--- src/rtl/csr_access_guard.sv ---
// csr_access_guard
// Checks each CSR access against the fixed debug / read-only / privilege
// rules and NUM_WIN lockable protection windows, and returns pass or an
// ILLEGAL_INSTR exception one cycle later on a valid/ready channel.
// Repeated consecutive faults push the block into LOCKDOWN, where every
// non-debug access faults until a debug-mode access releases it.
module csr_access_guard #(
    parameter int XLEN        = 64,
    parameter int ADDR_W      = 12,
    parameter int NUM_WIN     = 4,
    parameter int CNT_W       = 16,
    parameter int LOCK_THRESH = 4,
    localparam int IDX_W      = (NUM_WIN > 1) ? $clog2(NUM_WIN) : 1
) (
    input  logic              clk_i,
    input  logic              rst_i,
    input  logic              req_valid_i,
    output logic              req_ready_o,
    input  logic [ADDR_W-1:0] req_addr_i,
    input  logic              req_we_i,
    input  logic              req_re_i,
    input  logic [1:0]        priv_lvl_i,
    input  logic              debug_mode_i,
    output logic              resp_valid_o,
    input  logic              resp_ready_i,
    output logic              resp_ex_valid_o,
    output logic [XLEN-1:0]   resp_ex_cause_o,
    output logic [XLEN-1:0]   resp_ex_tval_o,
    input  logic              cfg_we_i,
    input  logic [IDX_W-1:0]  cfg_idx_i,
    input  logic [ADDR_W-1:0] cfg_base_i,
    input  logic [ADDR_W-1:0] cfg_mask_i,
    input  logic              cfg_dbg_only_i,
    input  logic              cfg_lock_i,
    output logic [CNT_W-1:0]  viol_cnt_o,
    output logic              lockdown_o
);

    localparam int CONS_W = $clog2(LOCK_THRESH + 1);
    localparam logic [CONS_W-1:0] THRESH = CONS_W'(LOCK_THRESH);
    localparam logic [XLEN-1:0] CAUSE_ILLEGAL_INSTR = XLEN'(2);

    typedef enum logic {
        ST_NORMAL   = 1'b0,
        ST_LOCKDOWN = 1'b1
    } state_t;

    state_t state_q, state_d;

    logic [CONS_W-1:0] consec_q, consec_d;
    logic [CNT_W-1:0]  viol_q, viol_d;

    logic              resp_valid_q;
    logic              resp_ex_q;
    logic [ADDR_W-1:0] resp_tval_q;

    logic [NUM_WIN-1:0] win_en_q;
    logic [NUM_WIN-1:0] win_dbg_q;
    logic [NUM_WIN-1:0] win_lock_q;
    logic [ADDR_W-1:0]  win_base_q [NUM_WIN];
    logic [ADDR_W-1:0]  win_mask_q [NUM_WIN];
    logic [NUM_WIN-1:0] win_wr;

    logic accept;
    logic is_access;
    logic win_fault;
    logic fault;

    assign req_ready_o = !resp_valid_q || resp_ready_i;
    assign accept      = req_valid_i && req_ready_o;
    assign is_access   = req_we_i || req_re_i;

    // Decode which window (if any) a cfg write targets; locked windows refuse it.
    always_comb begin
        win_wr = '0;
        for (int w = 0; w < NUM_WIN; w++) begin
            win_wr[w] = cfg_we_i && (int'(cfg_idx_i) == w) && !win_lock_q[w];
        end
    end

    // A debug-only window faults any non-debug access whose masked address matches.
    always_comb begin
        win_fault = 1'b0;
        for (int w = 0; w < NUM_WIN; w++) begin
            if (win_en_q[w] && win_dbg_q[w] &&
                ((req_addr_i & win_mask_q[w]) == (win_base_q[w] & win_mask_q[w]))) begin
                win_fault = 1'b1;
            end
        end
    end

    // Combine all fault rules; only real reads/writes can fault.
    always_comb begin
        fault = 1'b0;
        if (is_access) begin
            if (!debug_mode_i && (req_addr_i[11:4] == 8'h7b))   fault = 1'b1;
            if (req_we_i && (req_addr_i[11:10] == 2'b11))       fault = 1'b1;
            if (!debug_mode_i && (req_addr_i[9:8] > priv_lvl_i)) fault = 1'b1;
            if (!debug_mode_i && win_fault)                      fault = 1'b1;
            if (!debug_mode_i && (state_q == ST_LOCKDOWN))       fault = 1'b1;
        end
    end

    // Next-state logic for the lockdown FSM and the two violation counters.
    always_comb begin
        logic [CONS_W-1:0] consec_base;
        logic [CONS_W-1:0] consec_inc;
        state_d     = state_q;
        consec_d    = consec_q;
        viol_d      = viol_q;
        consec_base = consec_q;
        consec_inc  = consec_q;
        if (accept && is_access) begin
            // A debug access releases lockdown and is then judged as in NORMAL.
            if ((state_q == ST_LOCKDOWN) && debug_mode_i) begin
                state_d     = ST_NORMAL;
                consec_base = '0;
            end
            if (fault) begin
                viol_d     = (viol_q == '1) ? viol_q : viol_q + 1'b1;
                consec_inc = (consec_base == THRESH) ? consec_base : consec_base + 1'b1;
                consec_d   = consec_inc;
                if (consec_inc == THRESH) begin
                    state_d = ST_LOCKDOWN;
                end
            end else begin
                consec_d = '0;
            end
        end
    end

    // FSM, counters and the registered response slot.
    always_ff @(posedge clk_i) begin
        // NOTE: sequential state uses non-blocking assignments so every flop
        // samples pre-edge values regardless of statement order.
        if (rst_i) begin
            state_q      <= ST_NORMAL;
            consec_q     <= '0;
            viol_q       <= '0;
            resp_valid_q <= 1'b0;
            resp_ex_q    <= 1'b0;
            resp_tval_q  <= '0;
        end else begin
            state_q  <= state_d;
            consec_q <= consec_d;
            viol_q   <= viol_d;
            if (accept) begin
                resp_valid_q <= 1'b1;
                resp_ex_q    <= fault;
                resp_tval_q  <= fault ? req_addr_i : '0;
            end else if (resp_ready_i) begin
                resp_valid_q <= 1'b0;
                resp_ex_q    <= 1'b0;
                resp_tval_q  <= '0;
            end
        end
    end

    // Window control bits: enabled by the first write, locked until reset.
    always_ff @(posedge clk_i) begin
        if (rst_i) begin
            win_en_q   <= '0;
            win_dbg_q  <= '0;
            win_lock_q <= '0;
        end else begin
            for (int w = 0; w < NUM_WIN; w++) begin
                if (win_wr[w]) begin
                    win_en_q[w]   <= 1'b1;
                    win_dbg_q[w]  <= cfg_dbg_only_i;
                    win_lock_q[w] <= cfg_lock_i;
                end
            end
        end
    end

    // Window base/mask storage.
    always_ff @(posedge clk_i) begin
        // NOTE: base/mask are not reset; they are ignored until win_en_q is set,
        // which is reset, so clearing them would only add reset fan-out.
        for (int w = 0; w < NUM_WIN; w++) begin
            if (win_wr[w]) begin
                win_base_q[w] <= cfg_base_i;
                win_mask_q[w] <= cfg_mask_i;
            end
        end
    end

    assign resp_valid_o    = resp_valid_q;
    assign resp_ex_valid_o = resp_ex_q;
    assign resp_ex_cause_o = resp_ex_q ? CAUSE_ILLEGAL_INSTR : '0;
    assign resp_ex_tval_o  = XLEN'(resp_tval_q);
    assign viol_cnt_o      = viol_q;
    assign lockdown_o      = (state_q == ST_LOCKDOWN);

endmodule
--- config.mk ---
export PLATFORM = sky130hd
export DESIGN_NAME = csr_access_guard
export DESIGN_NICKNAME = d
export VERILOG_FILES = /design/src/rtl/csr_access_guard.sv
export SDC_FILE = /design/constraint.sdc
export NUM_CORES = 1
export LEC_CHECK = 0
export BUFFER_PORTS_ARGS = -buffer_cell sky130_fd_sc_hd__buf_2
export CORE_ASPECT_RATIO = 0.6
export CORE_MARGIN = 5
export CORE_UTILIZATION = 53
export CTS_BUF_LIST = sky130_fd_sc_hd__clkbuf_8
export CTS_CLUSTER_DIAMETER = 30
export DETAILED_ROUTE_END_ITERATION = 10
export PLACE_DENSITY = 0.87
export SKIP_LAST_GASP = 1
export SYNTH_ARGS = -nofsm -noshare
export SYNTH_HDL_FRONTEND = slang
export SYNTH_SLANG_ARGS = --single-unit
export TNS_END_PERCENT = 50
--- constraint.sdc ---
create_clock -name clk_i -period 4.9 [get_ports clk_i]
set_input_delay 0 -clock clk_i [delete_from_list [all_inputs] [get_ports clk_i]]
set_output_delay 0 -clock clk_i [all_outputs]
set_load 0.03 [all_outputs]
# After elaboration in Yosys (flattened, before gate mapping)
# Memory sizes are Yosys's and may differ from the RTL's.
# Cells that the tools add are included.
# classes
n_addsub	2
n_lt_le_gt_ge	1
eq_ne	12
muxes	50
bitwise_logic	9
n_reduce_logical	41
# op_table
op	count
$mux 12	9
$and 12x12->12	8
$reduce_or 12->1	6
$eq 12x12->1	4
$mux 1	30
$logic_and 1x1->1	24
$add 16x1->16 const B	1
$eq 16x16->1 const B	1
$mux 2	7
$mux 3	4
$eq 8x7->1 const B	1
$eq 2x2->1 const B	3
$eq 3x3->1 const B	2
$logic_not 1->1	6
$add 3x1->3 const B	1
$reduce_and 3->1	1
$eq 2x1->1 const B	1
$gt 2x2->1	1
$logic_not 2->1	1
$logic_or 1x1->1	2
$reduce_bool 2->1	1
$not 1->1	1
# totals
register_bits	46
ramBits	96
out_inout_bits	148
mem_count	2
# memory_table
name	words	word_bits	rd	rd_ports_with_merged_regs	write_ports	line_no	text
win_base_q	4	12	4	0	1	60	logic [ADDR_W-1:0] win_base_q [NUM_WIN];
win_mask_q	4	12	4	0	1	61	logic [ADDR_W-1:0] win_mask_q [NUM_WIN];

# Logic depth before layout (Yosys ltp)
# Gate-level depths: netlist (run 1).
# An unclocked memory read counts as a cell.
# logic_depth
word_depth	14
mapped_depth	12

# Worst setup path after synthesis (run 1)
# No wires, ideal clock.
# synth_timing
kind	register -> register
start	reg win_lock_q[0]
end	reg win_dbg_q[0]
setup_time_ns	0.128
arrival_ns	3.520
required_ns	4.772
slack_ns	1.253
path_stages_with_launch	4
path_buffers	0
period_less_slack_ns	3.647
path_cell_list	dfxtp_1 -> nor4b_1 -> mux2i_1 -> nor2_1
# synth_between
elab_chain_len	2
# synth_lines
element	line_no	text
start, declared	59	logic [NUM_WIN-1:0] win_lock_q;
start signal, assigned by index	170	win_lock_q[w] <= cfg_lock_i;
$logic_not 1->1	77	win_wr[w] = cfg_we_i && (int'(cfg_idx_i) == w) && !win_lock_q[w];
$logic_and 1x1->1	77	
named net win_wr[0]	62	logic [NUM_WIN-1:0] win_wr;
end signal, assigned by index	169	win_dbg_q[w] <= cfg_dbg_only_i;
end, declared	58	logic [NUM_WIN-1:0] win_dbg_q;
# The timed path passes the listed nets, and every way through them passes these cells.
# A chain may end at the register's enable or synchronous reset.

==> results of run 1 <==
## synthesized netlist by cell type, types with 3 or more instances
library cell  number  area share, %
buf_4            117             13
edfxtp_1          96             44
nor2_1            49            2.8
xor2_1            48            6.4
dfxtp_1           46             14
a22oi_1           30            3.4
a21oi_1           25            1.9
nand2_1           18            1.0
nand3_1           15            1.1
buf_2             11           0.84
inv_1             10           0.57
o21ai_0            9           0.69
clkbuf_1           5           0.29
ha_1               5           0.95
mux2i_1            5           0.76
nand2b_1           5           0.48
a222oi_1           4           0.61
a31o_2             4           0.53
and3_1             4           0.38
clkbuf_8           4           0.84
nand4b_1           4           0.53
or3_1              4           0.38
nor3_1             3           0.23
xnor2_1            3           0.40
## power by group
| part | internal [mW] | switching, mW | total, mW |
|---|---|---|---|
| combinational | 0.0796 | 0.233 | 0.313 |
| clock | 0.460 | 0.467 | 0.927 |
| sequential | 1.31 | 0.0141 | 1.33 |
## cells by family (layout without fill, tap and decap cells)
kind of cell             Yosys count  count (layout)
AO/OA/AOI/OAI                     84              84
XOR/XNOR                          51              51
adder cells (fa/ha/maj)            5               5
buffers and inverters            149             172
flip-flops                       142             142
multiplexers                       6               6
other                              1             115
AND/OR/NAND/NOR                  114             114
## state kept, by name (all words and copies together) (netlist names)
name,cells
win_base_q,48
win_mask_q,48
viol_cnt_o,16
resp_tval_q,12
win_dbg_q,4
win_en_q,4
win_lock_q,4
consec_q,3
lockdown_o,1
resp_ex_valid_o,1
resp_valid_o,1
## per-stage QoR
stage / cells / setup slack (ns)
6_report: 854 / 2.05
3_3_place_gp: 778 / 2.18
5_1_grt: 854 / 1.88
2_1_floorplan: 666 / 1.25
3_5_place_dp: 778 / 2.13
4_1_cts: 854 / 2.09
## layout by cell type (no fill, tap or decap), drive strengths merged, types with 5 or more instances in the layout
master	synthesis	routed
nor2	49	49
inv	10	16
mux2i	5	5
ha	5	5
clkinv	0	6
and3	5	5
nand2b	5	5
dfxtp	46	46
conb	1	115
xor2	48	48
o21ai	10	10
dlygate4sd3	0	44
clkbuf	10	17
buf	129	86
edfxtp	96	96
nand3	15	15
a22oi	30	30
a21oi	26	26
nand2	18	18
or3	6	6
## worst reg2reg max path: stages (launching register included)
cell,delay [ns]
edfxtp_1,0.40
xor2_1,0.17
a222oi_1,0.35
nand3_1,0.13
a2111oi_2,0.35
o41ai_1,0.19
a21boi_1,0.76
a21oi_1,0.15
a31o_2,0.24
## metal layers
metal | vias up | global-route usage, % | part of all wire [%]
li1 | 1963 | - | -
met1 | 2045 | 24.6 | 41
met2 | 196 | 32.5 | 50
met3 | 15 | 4.81 | 8.9
met4 | 0 | 5.29 | 0.60
met5 | - | 0 | 0
## repair_timing
action	in CTS	in global routing
hold endpoints to repair	115	0
gates resized for setup	0	0
hold buffers	44	0
endpoints found under the setup margin	0	0
## layout make-up
type	count	area share (%)
inverter	10	0.501
sequential	142	50.8
clock inverter	15	2.14
tap	165	2.76
timing repair buffer	130	11.8
clock buffer	17	3.12
multi-input combinational	375	28.9
## worst max path at each step
| stage | to | startpoint | slack (ns) | depth (start not counted) |
|---|---|---|---|---|
| after floorplan | win_dbg_q[0] | win_lock_q[0] | 1.25 | 3 |
| after global placement | viol_cnt_o[6] | win_base_q[2][5] | 2.18 | 8 |
| after CTS | resp_tval_q[10] | win_base_q[2][5] | 2.09 | 8 |
| final | viol_cnt_o[6] | win_base_q[2][5] | 2.05 | 8 |
| after detailed placement | viol_cnt_o[8] | win_base_q[2][5] | 2.13 | 8 |
| after global routing | viol_cnt_o[6] | win_base_q[2][5] | 1.88 | 8 |
==> qor.yml, run 1 <==
flow_run:
  cap_violations: 0
global_routing:
  grt_start_max_net_pins: 53
  track_usage_pct: 19.0
  grt_pass1_vias: 4070
  antenna_found_initial: 0
  overflow: 0
  grt_first_pass_wirelength_mm: 21.4
cells_and_area:
  seq_area_um2: 3800
  syn_to_final_growth_pct: 14.0
  fin_nets: 731
  final_util_pct: 61.9
  multiInputGateArea_um2: 2170
  drive_above_1_share_pct: 19.3
  num_antenna_cells: 0
  fillers: 932
  final_area_um2: 7490
clock_tree:
  clockBufferDepth: 2
  path_clk_slew_ns: 0.08
  clk_latency_ns: 0.44
  cts-htree-levels: 4
  cts_tree: "done"
  cts_sinks: 142
  cts_root_buf: "clkbuf_8"
  cts_buffers: 17
  cts_setup_buffers: 0
sta:
  finalHoldViolations: 0
  worst_pin_slew_ns: 1.20
  max_freq_ghz: 0.350
  grt_setup_unrepaired: "false"
  slew_violations: 0
  period_needed_ns: 2.85
  setup_tns_ns: 0
  fin_skew_ns: 0.0146
  hold_ws_ns: 0.0633
  setup_viol: 0
  slew_headroom_pct: 20.1
  min_period_over_period_pct: 58.3
worst_setup_path:
  crit_required_ns: 5.22
  crit_type: "reg2reg"
  crit_chain: "xor2_1 -> a222oi_1 -> nand3_1 -> a2111oi_2 -> o41ai_1 -> a21boi_1 -> a21oi_1 -> a31o_2"
  crit_path_max_incr_delay_ns: 0.76
  slowest_stage: "a21boi_1"
  worst-path-buf-inv: 0
  ff2ff_setup_slack_ns: 2.05
  reg2reg_from: "win_base_q[2][5]"
  arrival_ns: 3.18
  r2r_end: "viol_cnt_o[6]"
  cp-end-kind: "flip-flop"
  worstPathMaxFanout: 12
  path_delay_family: "compound AO/OA/AOI/OAI gates"
  reg2reg_depth: 8
  cp-start-kind: "flip-flop"
min_path:
  hold_start: "req_addr_i[8]"
  holdPathStages: 3
  min_path_type: "in2reg"
  hold_end: "resp_tval_q[8]"
floorplanning:
  initial_utilization_pct: 54.3
  dieHeight_um: 96.3
  die-width_um: 154
  dieArea_um2: 14800
  core_area_um2: 12100
  ios: 198
  rows: 31
place:
  io_buffers: 82
  placed_area_um2: 6660
  gp_congestion: 0.855
  place.detailed.hpwl_mm: 10.1
synthesis:
  synthAdderAreaFrac_pct: 0.952
  synth-xor-area-share_pct: 6.80
  synth_top_flop_cell: "edfxtp_1"
  ys_warn_count: 0
  synth_top_family_by_area: "buffers and inverters"
  synthesis.area_um2: 6570
  synthMuxAreaShare_pct: 0.933
  synth-compound-area-share_pct: 8.87
  synth_simple_gate_area_share_pct: 8.38
  ys_seq_elements: 142
  synth-edff-count: 96
  synth_area_per_cell_um2: 11.9
  synthDistinctLibCells: 50
  netlist_instances: 552
  ys_seq_area_share_pct: 57.9
  synthArstFlopShare_pct: 0
status:
  status: "finished clean"
detailed_routing:
  routed_wl_mm: 14.3
  routedWlPerCell_um: 16.8
  first_iter_violations: 399
  ant_nets: 0
  avgViaCountPerCell: 4.94
  routed-via-count: 4219
  drc: 0
  drtPass1Iterations: 5
power_and_ir_drop:
  p_total_mw: 2.57
  powerDensity_nw_per_um2: 343
  p_leak_nw: 3.07
  worst_ir_drop_vdd_v: 0.000323
No activity file was read; power rests on OpenSTA's default activity.
==> run 2: changes to the inputs <==
- ABC_AREA: not set -> 1
- CORE_UTILIZATION: 53 -> 49
- PLACE_DENSITY: 0.87 -> 0.84
- clock period: 4.9 -> 2.6 ns (I/O delays scaled with it)
==> run 2 against run 1 <==
- combinational power rose by 110%
- area after synthesis rose by 6.9%
- clock-buffer cell count did not move
- cell area rose by 8.3%
- clock skew fell by 0.0030 ns
- critical path depth rose by 2
- first-iteration DRC count rose by 23%
- critical path type unchanged
- critical endpoint is now viol_cnt_o[4]
- largest cell class unchanged
==> qor.yml, run 2 <==
sta:
  setup_viol: 0  # unchanged
  max_freq_ghz: 0.429  # was 0.350 GHz
  period_needed_ns: 2.33  # was 2.85 ns
  min_period_over_period_pct: 89.7  # was 58.3%
  grt_setup_unrepaired: "false"  # unchanged
  finalHoldViolations: 0  # unchanged
  slew_violations: 0  # unchanged
  fin_skew_ns: 0.0116  # was 0.0146 ns
  worst_pin_slew_ns: 0.514  # was 1.20 ns
  setup_tns_ns: 0  # unchanged
  slew_headroom_pct: 65.7  # was 20.1%
worst_setup_path:
  crit_path_max_incr_delay_ns: 0.36  # was 0.76 ns
  crit_chain: "ha_1 -> nand3_1 -> nor3_1 -> nand4_1 -> nor3_1 -> nand2_1 -> nand4_2 -> nand2_1 -> nand2_1 -> nor2_1"  # was xor2_1 -> a222oi_1 -> nand3_1 -> a2111oi_2 -> o41ai_1 -> a21boi_1 -> a21oi_1 -> a31o_2
  cp.depth: 10  # was 8
  slowest_stage: "dfxtp_1"  # was a21boi_1
  crit_required_ns: 2.95  # was 5.22 ns
  reg2reg_from: "viol_cnt_o[0]"  # was win_base_q[2][5]
  cp-start-kind: "flip-flop"  # unchanged
  cp-end-kind: "flip-flop"  # unchanged
  critPathMostFrequentCell: "nand2_1"
  reg2reg_depth: 10  # was 8
  path_delay_family: "simple AND/OR/NAND/NOR gates"  # was compound AO/OA/AOI/OAI gates
  worstSetupEndpoint: "viol_cnt_o[4]"  # was viol_cnt_o[6]
  crit_type: "reg2reg"  # unchanged
  worst-path-buf-inv: 0  # unchanged
  worstPathMaxFanout: 12  # unchanged
  crit_start: "viol_cnt_o[0]"  # was win_base_q[2][5]
  r2r_end: "viol_cnt_o[4]"  # was viol_cnt_o[6]
  arrival_ns: 2.68  # was 3.18 ns
  ff2ff_setup_slack_ns: 0.27  # was 2.05 ns
synthesis:
  synth-edff-count: 96  # unchanged
  synthTopCellsByCount: "179 x nand2_1, 118 x buf_4, 96 x edfxtp_1, 96 x nor2_1, 84 x inv_1"  # was 117 x buf_4, 96 x edfxtp_1, 49 x nor2_1, 48 x xor2_1, 46 x dfxtp_1
  netlist_instances: 779  # was 552
  ys_seq_area_share_pct: 54.1  # was 57.9%
  synth_top_area_share_pct: 41.0  # was 43.9%
  ys_seq_elements: 142  # unchanged
  synth.most_common_cell: "nand2_1"  # was buf_4
  synthArstFlopShare_pct: 0  # unchanged
  synthesis.area_um2: 7030  # was 6570 um2
  synthDistinctLibCells: 33  # was 50
  synth_area_per_cell_um2: 9.02  # was 11.9 um2
  ys_warn_count: 0  # unchanged
  synth_area_leaders: "edfxtp_1 41%, dfxtp_1 13%, buf_4 13%"  # was edfxtp_1 44%, dfxtp_1 14%, buf_4 13%
  yosysTopAreaCell: "edfxtp_1"  # unchanged
  synth_top_flop_cell: "edfxtp_1"  # unchanged
place:
  dp_cells: 1041  # was 778
  io_buffers: 82  # unchanged
  placed_area_um2: 7210  # was 6660 um2
  place.detailed.hpwl_mm: 11.2  # was 10.1 mm
  gp_congestion: 0.861  # was 0.855
clock_tree:
  clk_latency_ns: 0.45  # was 0.44 ns
  cts_buffers: 17  # unchanged
  cts-htree-levels: 4  # unchanged
  cts_tree: "done"  # unchanged
  cts_sinks: 142  # unchanged
  cts_root_buf: "clkbuf_8"  # unchanged
  cts_setup_buffers: 0  # unchanged
  ctsHoldBuffers: 42  # was 44
  path_clk_slew_ns: 0.09  # was 0.08 ns
  clockBufferDepth: 2  # unchanged
  cts-resized-gates: 0  # unchanged
flow_run:
  cap_violations: 0  # unchanged
detailed_routing:
  routedWlPerCell_um: 13.9  # was 16.8 um
  first_iter_violations: 491  # was 399
  routed-via-count: 5219  # was 4219
  ant_nets: 0  # unchanged
  routed_wl_mm: 15.5  # was 14.3 mm
  drtPass1Iterations: 5  # unchanged
  avgViaCountPerCell: 4.68  # was 4.94
  drc: 0  # unchanged
cells_and_area:
  syn_to_final_growth_pct: 15.5  # was 14.0%
  fin_nets: 965  # was 731
  num_antenna_cells: 0  # unchanged
  fillers: 1118  # was 932
  drive_above_1_share_pct: 15.0  # was 19.3%
  finalNonFillerCells: 1115  # was 854
  final_cell_mix: "179 x nand2_1, 115 x conb_1, 96 x nor2_1, 96 x edfxtp_1, 84 x inv_1"  # was 115 x conb_1, 96 x edfxtp_1, 82 x buf_2
  final_area_um2: 8110  # was 7490 um2
  final_common_cell: "nand2_1"  # was conb_1
min_path:
  min_path_type: "in2reg"  # unchanged
global_routing:
  gr-max-usage-layer: "met2"  # unchanged
  grtUsageMet3_pct: 4.55  # was 4.81%
  overflow: 0  # unchanged
  gr-usage-met2_pct: 28.9  # was 32.5%
  grt_first_pass_wirelength_mm: 23.8  # was 21.4 mm
  grt_start_max_net_pins: 32  # was 53
  use_met1_pct: 25.1  # was 24.6%
  track_usage_pct: 18.4  # was 19.0%
  grt_pass1_vias: 4823  # was 4070
  antenna_found_initial: 0  # unchanged
floorplanning:
  ios: 198  # unchanged
  initial_utilization_pct: 50.8  # was 54.3%
  die-width_um: 165  # was 154 um
  dieArea_um2: 16900  # was 14800 um2
  rows: 33  # was 31
  dieHeight_um: 103  # was 96.3 um
  core_area_um2: 13800  # was 12100 um2
power_and_ir_drop:
  pwr-share-seq_pct: 47.9  # was 51.7%
  p_total_mw: 5.26  # was 2.57 mW
  combPwrFrac_pct: 12.3  # was 12.2%
  p_leak_nw: 3.68  # was 3.07 nW
  power_frac_clock_pct: 39.9  # was 36.1%
  power.internal_mw: 3.87  # was 1.85 mW
  powerDensity_nw_per_um2: 649  # was 343 nW/um2
  p_switching_mw: 1.39  # was 714 uW
  worst_ir_drop_vdd_v: 0.000332  # was 0.000323 V
  p_sw_share_pct: 26.4  # was 27.8%
status:
  status: "finished clean"  # unchanged
run 2: changes by cell type in the layout (fill, tap and decap cells not counted), moves of 7 or more:
cell	previous run	this run
nand2_1	18	179
inv_1	10	84
nor2_1	49	96
xor2_1	48	4
a22oi_1	30	0
nand3_1	15	40
nand4_1	1	12
nor3_1	2	9
run 2: cell families after synthesis:
family / synth area share (%)
buffers and inverters: 18.6
other: 0.0534
XOR/XNOR: 0.748
AND/OR/NAND/NOR: 20.8
AO/OA/AOI/OAI: 4.77
adder cells (fa/ha/maj): 0.890
flip-flops: 54.1
run 2: metrics by stage:
stage / utilization [%] / setup slack [ns] / hold WS, ns
2_1_floorplan: - / 0.262 / 0.0989
4_1_cts: 58.6 / 0.333 / 0.0235
3_3_place_gp: 52.1 / 0.516 / 0.221
3_5_place_dp: 52.1 / 0.377 / 0.222
6_report: 58.6 / 0.268 / 0.0459
5_1_grt: 58.6 / 0.0202 / 0.0431
run 2: tightest hold or removal path: stages:
cell	delay, ns
buf_2	0.13
inv_1	0.11
nor3_1	0.09
nand2_1	0.06
a21oi_1	0.05
run 2: area by class of cell:
type	count	area [um2]	area share (%)
Clock inverter	15	244	3.01
Timing Repair Buffer	130	876	10.8
Inverter	87	327	4.03
Clock buffer	17	234	2.88
Multi-Input combinational cell	532	2390	29.4
Tap cell	192	240	2.96
Sequential cell	142	3800	46.9
run 2: worst min-delay path by stage:
| stage | startpoint | to | slack [ns] | cells after the start |
|---|---|---|---|---|
| detailed placement | cfg_base_i[3] | win_base_q[3][3] | 0.22 | 1 |
| global route | req_valid_i | resp_tval_q[11] | 0.04 | 5 |
| finish | cfg_idx_i[0] | win_lock_q[1] | 0.05 | 5 |
| floorplan | cfg_base_i[0] | win_base_q[0][0] | 0.1 | 0 |
| CTS | req_valid_i | resp_tval_q[11] | 0.02 | 5 |
| global placement | cfg_mask_i[9] | win_mask_q[2][9] | 0.22 | 1 |
run 2: power by group through the flow:
stage | clock, mW | sequential [mW] | combinational [mW]
finish | 2.10 | 2.52 | 0.646
global route | 2.25 | 2.53 | 0.703
CTS | 2.13 | 2.52 | 0.637
detailed placement | 0 | 2.57 | 0.587
global placement | 0 | 2.57 | 0.576
floorplan | 0 | 2.59 | 0.556
run 2: metal layers:
| metal | vias up | routed length (um) |
|---|---|---|
| li1 | 2535 | - |
| met1 | 2426 | 6820 |
| met3 | 20 | 1390 |
| met5 | - | 0 |
| met4 | 0 | 249 |
| met2 | 238 | 7050 |
